$ cat config.mk
export PLATFORM = sky130hd
export DESIGN_NAME = seg7_scan_decoder
export DESIGN_NICKNAME = d
export VERILOG_FILES = /design/src/rtl/seg7_pkg.sv /design/src/rtl/seg7_pattern_decode.sv /design/src/rtl/seg7_scan_decoder.sv
export SDC_FILE = /design/constraint.sdc
export NUM_CORES = 1
export LEC_CHECK = 0
export ABC_AREA = 1
export CAP_MARGIN = 30
export CORE_MARGIN = 2
export CORE_UTILIZATION = 30
export CTS_CLUSTER_DIAMETER = 100
export DETAILED_ROUTE_END_ITERATION = 6
export GPL_TIMING_DRIVEN = 1
export PLACE_DENSITY_LB_ADDON = 0.25
export SETUP_SLACK_MARGIN = 0.2
export SLEW_MARGIN = 20
export SYNTH_ARGS = -nofsm -noshare
export SYNTH_HDL_FRONTEND = slang
export SYNTH_SLANG_ARGS = --single-unit
$ cat constraint.sdc
create_clock -name clk -period 3.1 [get_ports clk]
set_input_delay 0.62 -clock clk [delete_from_list [all_inputs] [get_ports clk]]
set_output_delay 0.62 -clock clk [all_outputs]
set_load 0.05 [all_outputs]
$ cat src/rtl/seg7_pkg.sv
// Shared seven-segment definitions: segment patterns (active low,
// bit6..bit0 = centre..top) and the code type used by encoder and decoder.
`timescale 1ns/1ps
package seg7_pkg;

    typedef logic [4:0] code_t;

    localparam code_t BLANK_CODE = 5'd16;
    localparam code_t ERR_CODE   = 5'd31;

    localparam logic [6:0] PAT_0     = 7'b1000000;
    localparam logic [6:0] PAT_1     = 7'b1111001;
    localparam logic [6:0] PAT_2     = 7'b0100100;
    localparam logic [6:0] PAT_3     = 7'b0110000;
    localparam logic [6:0] PAT_4     = 7'b0011001;
    localparam logic [6:0] PAT_5     = 7'b0010010;
    localparam logic [6:0] PAT_6     = 7'b0000010;
    localparam logic [6:0] PAT_7     = 7'b1111000;
    localparam logic [6:0] PAT_8     = 7'b0000000;
    localparam logic [6:0] PAT_9     = 7'b0010000;
    localparam logic [6:0] PAT_A     = 7'b0001000;
    localparam logic [6:0] PAT_B     = 7'b0000011;
    localparam logic [6:0] PAT_C     = 7'b0100111;
    localparam logic [6:0] PAT_D     = 7'b0100001;
    localparam logic [6:0] PAT_E     = 7'b0000110;
    localparam logic [6:0] PAT_F     = 7'b0001110;
    localparam logic [6:0] PAT_BLANK = 7'b1111111;

endpackage

$ cat src/rtl/seg7_pattern_decode.sv
// Combinational segment-pattern to code decoder.
// Ports: i_seg_n (7-bit active-low pattern) -> o_code (5-bit code).
`timescale 1ns/1ps
module seg7_pattern_decode
    import seg7_pkg::*;
(
    input  logic [6:0] i_seg_n,
    output code_t      o_code
);

    always_comb begin
        o_code = ERR_CODE;
        case (i_seg_n)
            PAT_0:     o_code = 5'd0;
            PAT_1:     o_code = 5'd1;
            PAT_2:     o_code = 5'd2;
            PAT_3:     o_code = 5'd3;
            PAT_4:     o_code = 5'd4;
            PAT_5:     o_code = 5'd5;
            PAT_6:     o_code = 5'd6;
            PAT_7:     o_code = 5'd7;
            PAT_8:     o_code = 5'd8;
            PAT_9:     o_code = 5'd9;
            PAT_A:     o_code = 5'd10;
            PAT_B:     o_code = 5'd11;
            PAT_C:     o_code = 5'd12;
            PAT_D:     o_code = 5'd13;
            PAT_E:     o_code = 5'd14;
            PAT_F:     o_code = 5'd15;
            PAT_BLANK: o_code = BLANK_CODE;
            default:   o_code = ERR_CODE;
        endcase
    end

endmodule

$ cat src/rtl/seg7_scan_decoder.sv
// Reads a multiplexed active-low seven-segment bus back into digit codes.
// Ports: clk, reset (async high), seg_n[6:0], dig_n[N-1:0] in;
//        values[5N-1:0], frame_valid (pulse), frame_err out.
`timescale 1ns/1ps
module seg7_scan_decoder
    import seg7_pkg::*;
#(
    parameter int NUM_DIGITS    = 4,
    parameter int STABLE_CYCLES = 8
) (
    input  logic                    clk,
    input  logic                    reset,
    input  logic [6:0]              seg_n,
    input  logic [NUM_DIGITS-1:0]   dig_n,
    output logic [5*NUM_DIGITS-1:0] values,
    output logic                    frame_valid,
    output logic                    frame_err
);

    localparam int CW = (STABLE_CYCLES > 2) ? $clog2(STABLE_CYCLES) : 1;
    localparam logic [CW-1:0] CNT_MAX = CW'(STABLE_CYCLES - 1);
    localparam logic [CW-1:0] CNT_ARM = CW'(STABLE_CYCLES - 2);

    logic [6:0]            r_seg_m, r_seg_s, r_seg_p;
    logic [NUM_DIGITS-1:0] r_dig_m, r_dig_s, r_dig_p;
    logic [CW-1:0]         r_cnt;
    logic [NUM_DIGITS-1:0] r_mask;
    code_t                 r_shadow [NUM_DIGITS];

    logic [NUM_DIGITS-1:0] w_low;
    logic                  w_onehot;
    logic                  w_same;
    logic                  w_capture;
    logic [NUM_DIGITS-1:0] w_mask_nx;
    logic                  w_publish;
    logic [CW-1:0]         w_cnt_nx;
    code_t                 w_code;
    logic [5*NUM_DIGITS-1:0] w_frame;
    logic                  w_err;

    seg7_pattern_decode u_dec (
        .i_seg_n (r_seg_s),
        .o_code  (w_code)
    );

    assign w_low    = ~r_dig_s;
    // Exactly one enable low: non-zero with a single set bit.
    assign w_onehot = (w_low != '0) &&
                      ((w_low & (w_low - NUM_DIGITS'(1))) == '0);
    assign w_same   = (r_seg_s == r_seg_p) && (r_dig_s == r_dig_p);
    // Fires only on the arm->max step, so a saturated dwell captures once.
    assign w_capture = w_onehot && w_same && (r_cnt == CNT_ARM);
    assign w_mask_nx = r_mask | w_low;
    assign w_publish = w_capture && (&w_mask_nx);

    always_comb begin
        w_cnt_nx = '0;
        if (w_onehot && w_same) begin
            w_cnt_nx = (r_cnt == CNT_MAX) ? r_cnt : r_cnt + CW'(1);
        end
    end

    // Frame as it will be published, bypassing the digit captured this edge.
    always_comb begin
        w_frame = '0;
        w_err   = 1'b0;
        for (int i = 0; i < NUM_DIGITS; i++) begin
            w_frame[5*i +: 5] = w_low[i] ? w_code : r_shadow[i];
            w_err = w_err | (w_frame[5*i +: 5] == ERR_CODE);
        end
    end

    always_ff @(posedge clk or posedge reset) begin
        if (reset) begin
            r_seg_m <= '1;
            r_seg_s <= '1;
            r_seg_p <= '1;
            r_dig_m <= '1;
            r_dig_s <= '1;
            r_dig_p <= '1;
            r_cnt   <= '0;
            r_mask  <= '0;
            for (int i = 0; i < NUM_DIGITS; i++) begin
                r_shadow[i] <= BLANK_CODE;
                values[5*i +: 5] <= BLANK_CODE;
            end
            frame_valid <= 1'b0;
            frame_err   <= 1'b0;
        end else begin
            r_seg_m <= seg_n;
            r_seg_s <= r_seg_m;
            r_seg_p <= r_seg_s;
            r_dig_m <= dig_n;
            r_dig_s <= r_dig_m;
            r_dig_p <= r_dig_s;
            r_cnt   <= w_cnt_nx;
            frame_valid <= w_publish;
            if (w_capture) begin
                for (int i = 0; i < NUM_DIGITS; i++) begin
                    if (w_low[i]) r_shadow[i] <= w_code;
                end
                r_mask <= w_publish ? '0 : w_mask_nx;
            end
            if (w_publish) begin
                values    <= w_frame;
                frame_err <= w_err;
            end
        end
    end

endmodule

==> flow_summary.yaml <==
global_routing:
  grt_max_degree: 46
  grt_pass1_wl_um: 14700
  grt_pass1_vias: 2943
  grt_usage: 0.1308
  antenna_found_initial: 0
  overflow: 0
synthesis:
  synth_cell_types: 37
  synthXorXnorAreaFrac: 0.01773
  synth_top_cell_area_share: 0.2726
  ys_seq_elements: 82
  syn_area_mm2: 0.003951
  yosys-top-cells-area: "dfstp_2 (27%), dfrtp_1 (26%), nand2_1 (8.6%)"
  synth_compound_gate_area_share: 0.09816
  muxShareOfSynthArea: 0.003800
  synthSimpleGateAreaFrac: 0.2673
  syn_nets: 460
  synth_fa_ha_area_frac: 0.01203
  synth_cells: 444
  syn_area_per_cell_um2: 8.899
  synth_top_family_by_area: "simple AND/OR/NAND/NOR gates"
  yosysSeqAreaShare: 0.5323
  yosysWarnings: 0
  yosys.area.top_type: "dfstp_2"
floorplanning:
  boundaryPins: 35
  core-area_mm2: 0.01272
  dieArea_mm2: 0.01411
  initial_core_util: 0.3106
  num_rows: 41
  die_w_um: 118.8
  fp.dieH_um: 118.8
sta:
  max_freq_mhz: 419.9
  grt_setup_unrepaired: "no"
  tightestPinTransition_ns: 0.6763
  finalSetupViolCount: 0
  finalCriticalPeriod_ns: 2.381
  fin_hold_ws_ns: 0.3542
  hold_violations: 0
  clock_skew_ns: 0.01214
  layout_setup_ws_ns: 0.7187
  tns_ns: 0
  fin_crit_sh: 0.7682
  slew_headroom: 0.5492
  drv_slew: 0
finish:
  final_common_cell: "nand2_1"
  instances_no_fill: 651
  final_cell_mix: "nand2_1 (91), nor2_1 (61), dfrtp_1 (41), dfstp_2 (41), nand3_1 (39)"
  syn2layout_area_growth_pct: 19.03
  drive_above_1_share: 0.2255
  num_antenna_cells: 0
  nNetsFinal: 490
clocking:
  cts_sinks: 82
  clk_latency_ns: 0.34
  holdBufCountCts: 0
  cts_resized: 0
  post_cts_buffers: 0
  htreeDepth: 3
  path_clk_slew_ns: 0.06
  cts_root_buf: "clkbuf_16"
  clk_path_buf_depth: 2
  numCtsBuffers: 9
  cts_tree: "yes"
setup_path:
  critPathArrivalTime_ns: 2.65
  critPathMaxStageDelay_ns: 0.62
  crit_type: "reg2reg"
  reg2reg_depth: 14
  start_kind: "flip-flop"
  r2r_slack_ns: 0.72
  worstPathRequired_ns: 3.37
  cp_num_buf_inv: 1
  cpLargestDelayFamily: "simple AND/OR/NAND/NOR gates"
  reg2reg_to: "frame_err"
  end_kind: "flip-flop"
  crit_fanout: 20
  path_cells: "inv_1 > nand2_1 > nor2_1 > nand2_1 > nand3_1 > nor2_1 > nand3_2 > nand3_1 > nand2_1 > nor2_1 > nand3_1 > nand3_1 > nor2_1 > nor2_1"
  worst_path_most_repeated_cell: "nor2_1"
  r2r-start: "r_seg_s[4]"
  cpMaxStageDelayCell: "dfstp_2"
placement:
  gp_congestion: 0.9519
  dpl.cell_count: 635
  dp_slack_ns: 0.7343
  io_buffers: 34
  dp_hpwl_um: 5961
routing:
  drc: 0
  drtAntennaViolNets: 0
  viasPerCell: 4.539
  first_iter_violations: 308
  drt-pass1-iter-count: 4
  wl_per_cell_um: 12.87
  routed_wl_um: 8381
  vias: 2955
worst_hold_path:
  hold_end: "r_seg_s[0]"
  hp-start: "r_seg_m[0]"
  hold_path_class: "reg2reg"
  hold_path_depth: 0
pwr:
  p_per_area_mw_per_mm2: 503.9
  p_clk_frac: 0.449
  vdd_ir_drop_max_mv: 0.2766
  p_leak_uw: 0.002098
  p_sw_frac: 0.2351
  p_int_uw: 1813
  p_seq_frac: 0.478
  power.switching_uw: 557.2
  comb_power_share: 0.073
status:
  outcome: "complete, no violations"
run:
  maxCapViolCount: 0
-- registers in the layout, summed over array words and instances (netlist names), 4 cells and up --
register	count
values	20
r_mask	4
r_dig_m	4
r_dig_s	4
r_seg_p	7
r_dig_p	4
r_shadow	20
r_seg_s	7
r_seg_m	7
-- worst max path at each step --
stage / startpoint / end / slack, ns / cells past startpoint
after floorplan: reset / frame_err / 0.44 / 1
after global placement: r_seg_s[1] / frame_err / 0.72 / 15
after detailed placement: r_seg_s[4] / frame_err / 0.73 / 14
after CTS: r_seg_s[4] / frame_err / 0.72 / 14
after global routing: r_seg_s[5] / frame_err / 0.41 / 13
final: r_seg_s[4] / frame_err / 0.72 / 14
-- worst register-to-register path, cell delays in order, from the launching register on --
cell     delay (ns)
dfstp_2        0.62
inv_1          0.06
nand2_1        0.06
nor2_1         0.08
nand2_1        0.12
nand3_1        0.08
nor2_1         0.14
nand3_2        0.34
nand3_1        0.20
nand2_1        0.12
nor2_1         0.11
nand3_1        0.14
nand3_1        0.11
nor2_1         0.04
nor2_1         0.08
-- cells by family (layout without fill, tap and decap cells) --
group | count (synthesis) | after routing
AND/OR/NAND/NOR | 232 | 232
flip-flops | 82 | 82
AO/OA/AOI/OAI | 62 | 62
buffers and inverters | 55 | 90
XOR/XNOR | 8 | 8
adder cells (fa/ha/maj) | 4 | 4
multiplexers | 1 | 1
-- metal layers --
layer	wire length, µm	global-route usage
met1	4214	0.1833
met2	3764	0.1932
met3	268	0.03378
met4	134	0.04911
met5	0	0
-- synth_stat cells --
cell,count
a2111oi_2,1
a21oi_1,15
a31oi_1,1
buf_2,4
buf_4,2
buf_6,7
clkbuf_1,4
dfrtp_1,41
dfstp_2,41
ha_1,3
inv_1,33
inv_2,5
maj3_1,1
mux2_4,1
nand2_1,91
nand2_2,4
nand3_1,39
nand3_2,1
nand3b_1,3
nand4_1,6
nand4_2,1
nor2_1,61
nor2_2,4
nor2_4,1
nor3_1,2
nor3_2,3
nor4_1,2
nor4_2,1
o2111ai_1,2
o21a_1,1
o21ai_0,14
o21ai_1,13
o21ai_2,15
or2_2,12
or3_1,1
xnor2_1,3
xor2_1,5
-- power groups by stage --
| stage | Clock, µW | Combinational (µW) | Sequential (µW) |
|---|---|---|---|
| 3_3_place_gp | 0 | 176 | 1150 |
| 2_1_floorplan | 0 | 135 | 1140 |
| 4_1_cts | 1100 | 175 | 1130 |
| 3_5_place_dp | 0 | 174 | 1150 |
| 5_1_grt | 1150 | 197 | 1140 |
| 6_report | 1060 | 172 | 1130 |
-- area by class of cell --
cell class | instances | area [µm²]
clock buffers | 11 | 242.7
clock inverters | 5 | 53.80
fillers | 1328 | 8019
inverters | 38 | 143.9
multi-input cells | 307 | 1577
flip-flops and latches | 82 | 2103
well taps | 172 | 215.2
repair buffers | 36 | 367.9
-- metrics by stage --
stage                     power (µW)  area [µm²]    util
after floorplan                 1276        3951       -
after global placement          1327        4407  0.3464
after detailed placement        1326        4407  0.3464
after CTS                       2407        4703  0.3697
after global routing            2482        4703  0.3697
final                           2370        4703  0.3697
No activity file was read; power rests on OpenSTA's default activity.
